<file path="config.mk">
export PLATFORM = sky130hd
export DESIGN_NAME = div_seq_ctrl
export DESIGN_NICKNAME = d
export VERILOG_FILES = /design/src/rtl/div_seq_ctrl.sv
export SDC_FILE = /design/constraint.sdc
export NUM_CORES = 1
export LEC_CHECK = 0
export BUFFER_PORTS_ARGS = -buffer_cell sky130_fd_sc_hd__clkbuf_2
export CAP_MARGIN = 20
export CORE_UTILIZATION = 47
export DETAILED_ROUTE_END_ITERATION = 8
export PLACE_DENSITY = 0.69
export SYNTH_ARGS = -nofsm -noshare
export SYNTH_HDL_FRONTEND = slang
export SYNTH_SLANG_ARGS = --single-unit
export TNS_END_PERCENT = 50
</file>
<file path="constraint.sdc">
create_clock -name clk -period 3.7 [get_ports clk]
set_clock_uncertainty 0.05 [all_clocks]
set_input_delay 0.185 -clock clk [delete_from_list [all_inputs] [get_ports clk]]
set_output_delay 0.185 -clock clk [all_outputs]
set_load 0.01 [all_outputs]
</file>
<file path="src/rtl/div_seq_ctrl.sv">
// div_seq_ctrl: multi-cycle DIV/DIVU sequencer for the EX stage.
// It performs restoring division by driving the shared single-cycle ALU
// (sub / sltu) one quotient bit at a time, with signed pre/post negation.
// Results land in internal HI/LO registers. The done pulse and the HI/LO
// write happen on the edge that leaves the DONE state.
module div_seq_ctrl #(
  parameter int unsigned W = 32
) (
  input  logic         clk,
  input  logic         rst_n,
  input  logic         start,
  input  logic         is_signed,
  input  logic [W-1:0] dividend,
  input  logic [W-1:0] divisor,
  input  logic         abort,
  input  logic [W-1:0] alu_out,
  output logic [W-1:0] alu_a,
  output logic [W-1:0] alu_b,
  output logic [4:0]   alu_op,
  output logic         alu_sel,
  output logic         busy,
  output logic         done,
  output logic         div_by_zero,
  output logic [W-1:0] lo,
  output logic [W-1:0] hi
);

  localparam int unsigned CW = 5;
  localparam logic [4:0] OP_NOP  = 5'b00000;
  localparam logic [4:0] OP_SUB  = 5'b00001;
  localparam logic [4:0] OP_SLTU = 5'b01100;

  typedef enum logic [2:0] {
    S_IDLE, S_NEGA, S_NEGB, S_CMP, S_SUB, S_FIXQ, S_FIXR, S_DONE
  } state_t;

  state_t        state, state_n;
  logic [W-1:0]  n_q, n_n, d_q, d_n, r_q, r_n, q_q, q_n;
  logic [CW-1:0] cnt_q, cnt_n;
  logic          sgn_q, sgn_n, sq_q, sq_n, sr_q, sr_n;
  logic          take_q, take_n, zero_q, zero_n;
  logic [W-1:0]  s32, s32_n;
  logic [W-1:0]  lo_n, hi_n, alu_a_n, alu_b_n;
  logic [4:0]    alu_op_n;
  logic          alu_sel_n, busy_n, done_n, dbz_n;

  // Next-state, datapath and next registered-output computation
  always_comb begin
    state_n   = state;
    n_n       = n_q;
    d_n       = d_q;
    r_n       = r_q;
    q_n       = q_q;
    cnt_n     = cnt_q;
    sgn_n     = sgn_q;
    sq_n      = sq_q;
    sr_n      = sr_q;
    take_n    = take_q;
    zero_n    = zero_q;
    lo_n      = lo;
    hi_n      = hi;
    dbz_n     = div_by_zero;
    done_n    = 1'b0;
    alu_a_n   = '0;
    alu_b_n   = '0;
    alu_op_n  = OP_NOP;
    alu_sel_n = 1'b0;
    busy_n    = 1'b0;
    s32       = {r_q[W-2:0], n_q[cnt_q]};

    if (abort && (state != S_IDLE)) begin
      state_n = S_IDLE;
    end else begin
      case (state)
        S_IDLE: begin
          if (start && !abort) begin
            n_n    = dividend;
            d_n    = divisor;
            sgn_n  = is_signed;
            sq_n   = is_signed & (dividend[W-1] ^ divisor[W-1]);
            sr_n   = is_signed & dividend[W-1];
            r_n    = '0;
            q_n    = '0;
            cnt_n  = CW'(W - 1);
            zero_n = (divisor == '0);
            if (divisor == '0)  state_n = S_DONE;
            else if (is_signed) state_n = S_NEGA;
            else                state_n = S_CMP;
          end
        end
        S_NEGA: begin
          if (n_q[W-1]) n_n = alu_out;
          state_n = S_NEGB;
        end
        S_NEGB: begin
          if (d_q[W-1]) d_n = alu_out;
          state_n = S_CMP;
        end
        S_CMP: begin
          // A set top bit of R means the shifted remainder exceeds any divisor
          take_n  = r_q[W-1] | ~alu_out[0];
          state_n = S_SUB;
        end
        S_SUB: begin
          r_n        = take_q ? alu_out : s32;
          q_n[cnt_q] = take_q;
          if (cnt_q == '0) begin
            state_n = sgn_q ? S_FIXQ : S_DONE;
          end else begin
            cnt_n   = cnt_q - CW'(1);
            state_n = S_CMP;
          end
        end
        S_FIXQ: begin
          if (sq_q) q_n = alu_out;
          state_n = S_FIXR;
        end
        S_FIXR: begin
          if (sr_q) r_n = alu_out;
          state_n = S_DONE;
        end
        S_DONE: begin
          done_n = 1'b1;
          if (zero_q) begin
            lo_n  = '1;
            hi_n  = n_q;
            dbz_n = 1'b1;
          end else begin
            lo_n  = q_q;
            hi_n  = r_q;
            dbz_n = 1'b0;
          end
          state_n = S_IDLE;
        end
        default: state_n = S_IDLE;
      endcase
    end

    // ALU drive for the state being entered, built from next datapath values
    s32_n = {r_n[W-2:0], n_n[cnt_n]};
    case (state_n)
      S_NEGA: begin alu_op_n = OP_SUB;  alu_b_n = n_n; end
      S_NEGB: begin alu_op_n = OP_SUB;  alu_b_n = d_n; end
      S_CMP:  begin alu_op_n = OP_SLTU; alu_a_n = s32_n; alu_b_n = d_n; end
      S_SUB:  begin alu_op_n = OP_SUB;  alu_a_n = s32_n; alu_b_n = d_n; end
      S_FIXQ: begin alu_op_n = OP_SUB;  alu_b_n = q_n; end
      S_FIXR: begin alu_op_n = OP_SUB;  alu_b_n = r_n; end
      default: alu_op_n = OP_NOP;
    endcase
    alu_sel_n = (state_n != S_IDLE) && (state_n != S_DONE);
    busy_n    = alu_sel_n;
  end

  // State, datapath and output registers
  always_ff @(posedge clk or negedge rst_n) begin
    if (!rst_n) begin
      state       <= S_IDLE;
      n_q         <= '0;
      d_q         <= '0;
      r_q         <= '0;
      q_q         <= '0;
      cnt_q       <= '0;
      sgn_q       <= 1'b0;
      sq_q        <= 1'b0;
      sr_q        <= 1'b0;
      take_q      <= 1'b0;
      zero_q      <= 1'b0;
      lo          <= '0;
      hi          <= '0;
      div_by_zero <= 1'b0;
      done        <= 1'b0;
      busy        <= 1'b0;
      alu_sel     <= 1'b0;
      alu_a       <= '0;
      alu_b       <= '0;
      alu_op      <= OP_NOP;
    end else begin
      state       <= state_n;
      n_q         <= n_n;
      d_q         <= d_n;
      r_q         <= r_n;
      q_q         <= q_n;
      cnt_q       <= cnt_n;
      sgn_q       <= sgn_n;
      sq_q        <= sq_n;
      sr_q        <= sr_n;
      take_q      <= take_n;
      zero_q      <= zero_n;
      lo          <= lo_n;
      hi          <= hi_n;
      div_by_zero <= dbz_n;
      done        <= done_n;
      busy        <= busy_n;
      alu_sel     <= alu_sel_n;
      alu_a       <= alu_a_n;
      alu_b       <= alu_b_n;
      alu_op      <= alu_op_n;
    end
  end

endmodule

</file>
==> reports/metrics.cfg <==
[grt]
track_usage = 0.340
grt_pass1_vias = 11700
overflow = 0
grt_pass1_wl_mm = 73.6
antenna_found_initial = 0
grt_max_degree = 101

[sta]
finalHoldViolCount = 0
rsz0062_at_grt = no
fin_crit_ns = 3.39
finalSetupViolCount = 0
min_period_over_period = 0.917
worst_slew_pin_slew_ns = 0.962
max_slew_margin = 0.359
fin_setup_tns_ns = 0
max_clock_freq_mhz = 295
maxSlewViolCount = 0
hold_ws_ns = 0.0279

[die]
start_util = 0.481
die_x_um = 171
num_rows = 61
die_area_um2 = 29400
core_area_um2 = 28000
io_pins = 238
die_h_um = 171

[critical_path]
r2r-start = cnt_q[1]
critPathCaptureType = flop
cp_data_arrival_time_ns = 3.74
worst-path-max-fanout = 9
reg2reg_setup_slack_ns = 0.31
r2r_cells = 12
crit_path_start_kind = flop
r2r_end = alu_a[0]
path_class = flop to flop
crit_start = cnt_q[1]
cp.required_ns = 4.04

[clock_network]
htreeDepth = 1
clock_latency_ns = 0.55
cts.path.max_buffers = 3
cts_tree = built
cts_root_buffer = clkbuf_16
cts_resized = 0
clk_pin_slew_ns = 0.06
clock_sinks = 274
cts_buffers = 27

[yosys]
avgSynthCellArea_um2 = 9.86
synthCells = 1368
synth_top_area_cell = dfrtp_1
syn-cell-area_um2 = 13500
yosysUniqueCellTypes = 60
synth-main-ff-cell = dfrtp_1
async_flop_share = 1.00
synth_enable_flop_cells = 0
yosysWarnings = 0
synth_top_cell_area_share = 0.508
yosys_register_bits = 274
synth_area_leaders = dfrtp_1 (51%), mux2i_1 (7.7%), a22oi_1 (5.0%)
seq_area_frac_synth = 0.508

[worst_hold_path]
hp-start = divisor[14]
min_to = d_q[14]
hp-class = primary input to flop
min_path_cells = 3

[flow_run]
maxCapViolations = 0

[cells_and_area]
nNetsFinal = 1720
layout_commonest_cell = dfrtp_1
syn2layout_area_growth_pct = 21.9
antenna_cells = 0
fillers = 2492
drive_gt1_frac = 0.221
final_cell_mix = dfrtp_1 (273), clkbuf_2 (234), nand2_1 (175), o21ai_0 (119), mux2i_1 (104)

[routing]
wl_mm = 49.5
dr.pass1.iters = 7
vias = 12500
wl_per_cell_um = 24.6
detail-route-antenna-nets = 0
detail_route.vias_per_cell = 6.21
post-route-drc-count = 0
drt_iter0_markers = 1833

[placed_design]
dp_hpwl_mm = 35.3
io_buffers = 235
gp_congestion = 0.985

[pwr]
p_leak_nw = 7.58
ir_drop_v = 0.000260
power_density_nw_per_um2 = 499

[outcome]
status = completed

-- stage by stage --
| stage | instance area, um2 | total power [mW] | util | std cells | setup slack [ns] |
|---|---|---|---|---|---|
| global route | 16400 | 8.52 | 0.587 | 2013 | 0.214 |
| finish | 16400 | 8.21 | 0.587 | 2013 | 0.308 |
| CTS | 16400 | 8.18 | 0.587 | 2013 | 0.352 |
| detailed placement | 15000 | 5.40 | 0.537 | 1909 | 0.376 |
| floorplan | 13500 | 4.65 | - | 1369 | 0.834 |
| global placement | 15000 | 5.39 | 0.537 | 1909 | 0.366 |
-- repair_timing --
item / in CTS / in global routing
buffers inserted: 0 / 0
hold buffers: 54 / 0
endpoints found under the hold margin: 142 / 0
-- kinds of logic after synthesis --
family	synth area share
AO/OA/AOI/OAI	0.213
XOR/XNOR	0.000650
adder cells (fa/ha/maj)	0.00464
buffers and inverters	0.0611
flip-flops	0.508
multiplexers	0.0922
other	0.000278
AND/OR/NAND/NOR	0.120
-- cell type report --
class                      count  area [um2]  area share
timing repair buffer         338        2130       0.130
multi-input combinational    903        5850       0.356
sequential                   274        6860       0.417
tap                          378         473      0.0288
clock inverter                16         133     0.00807
clock buffer                  34         732      0.0445
inverter                      70         263      0.0160
-- how the worst max path moves through the flow --
stage | end | slack (ns) | cells after the start
floorplan | alu_a[0] | 0.83 | 14
global placement | alu_a[0] | 0.37 | 12
detailed placement | alu_a[0] | 0.38 | 12
CTS | alu_a[0] | 0.35 | 12
global route | alu_a[0] | 0.21 | 10
finish | alu_a[0] | 0.31 | 12
-- worst max-delay path: stages, from the launching register on --
cell	delay [ns]
dfrtp_1	0.38
inv_1	0.16
ha_1	0.19
buf_4	0.18
or4b_4	0.51
nand3_1	0.10
o21ai_1	0.06
a22oi_1	0.73
buf_4	0.30
mux2i_1	0.27
a32oi_1	0.09
nand3b_1	0.12
a21oi_1	0.07
-- metal layers --
metal | share of wire | GRT usage | up-vias
met3 | 0.11 | 0.0803 | 122
met5 | 0 | 0 | -
met2 | 0.43 | 0.493 | 805
li1 | - | - | 5456
met4 | 0.033 | 0.116 | 0
met1 | 0.43 | 0.496 | 6111
-- state kept, by name (all words and copies together) (netlist names) --
signal,cells
alu_op,2
alu_b,32
done,1
hi,32
d_q,32
sq_q,1
zero_q,1
state,3
r_q,32
div_by_zero,1
take_q,1
sr_q,1
lo,32
sgn_q,1
alu_a,32
q_q,32
cnt_q,5
busy,1
n_q,32
-- synth_stat cells (11+ instances only) --
library cell and number:
a22o_1 38, buf_2 34, a21oi_1 26, inv_1 69
nor2b_1 11, a22oi_1 89, clkbuf_1 73, nand2_1 175
a221o_1 14, a222oi_1 31, nor2_1 92, dfrtp_1 274
o211ai_1 21, o21ai_0 119, o21ai_1 24, mux2i_1 104
nand3_1 16, nor3_1 16, o22ai_1 26, nand2b_1 11
-- report_power, final --
part / internal [mW] / switching [mW] / leakage, nW
clock: 1.48 / 1.23 / 0.414
combinational: 0.711 / 1.11 / 3.48
sequential: 3.37 / 0.314 / 3.68
Power figures use the tool's default switching activity.
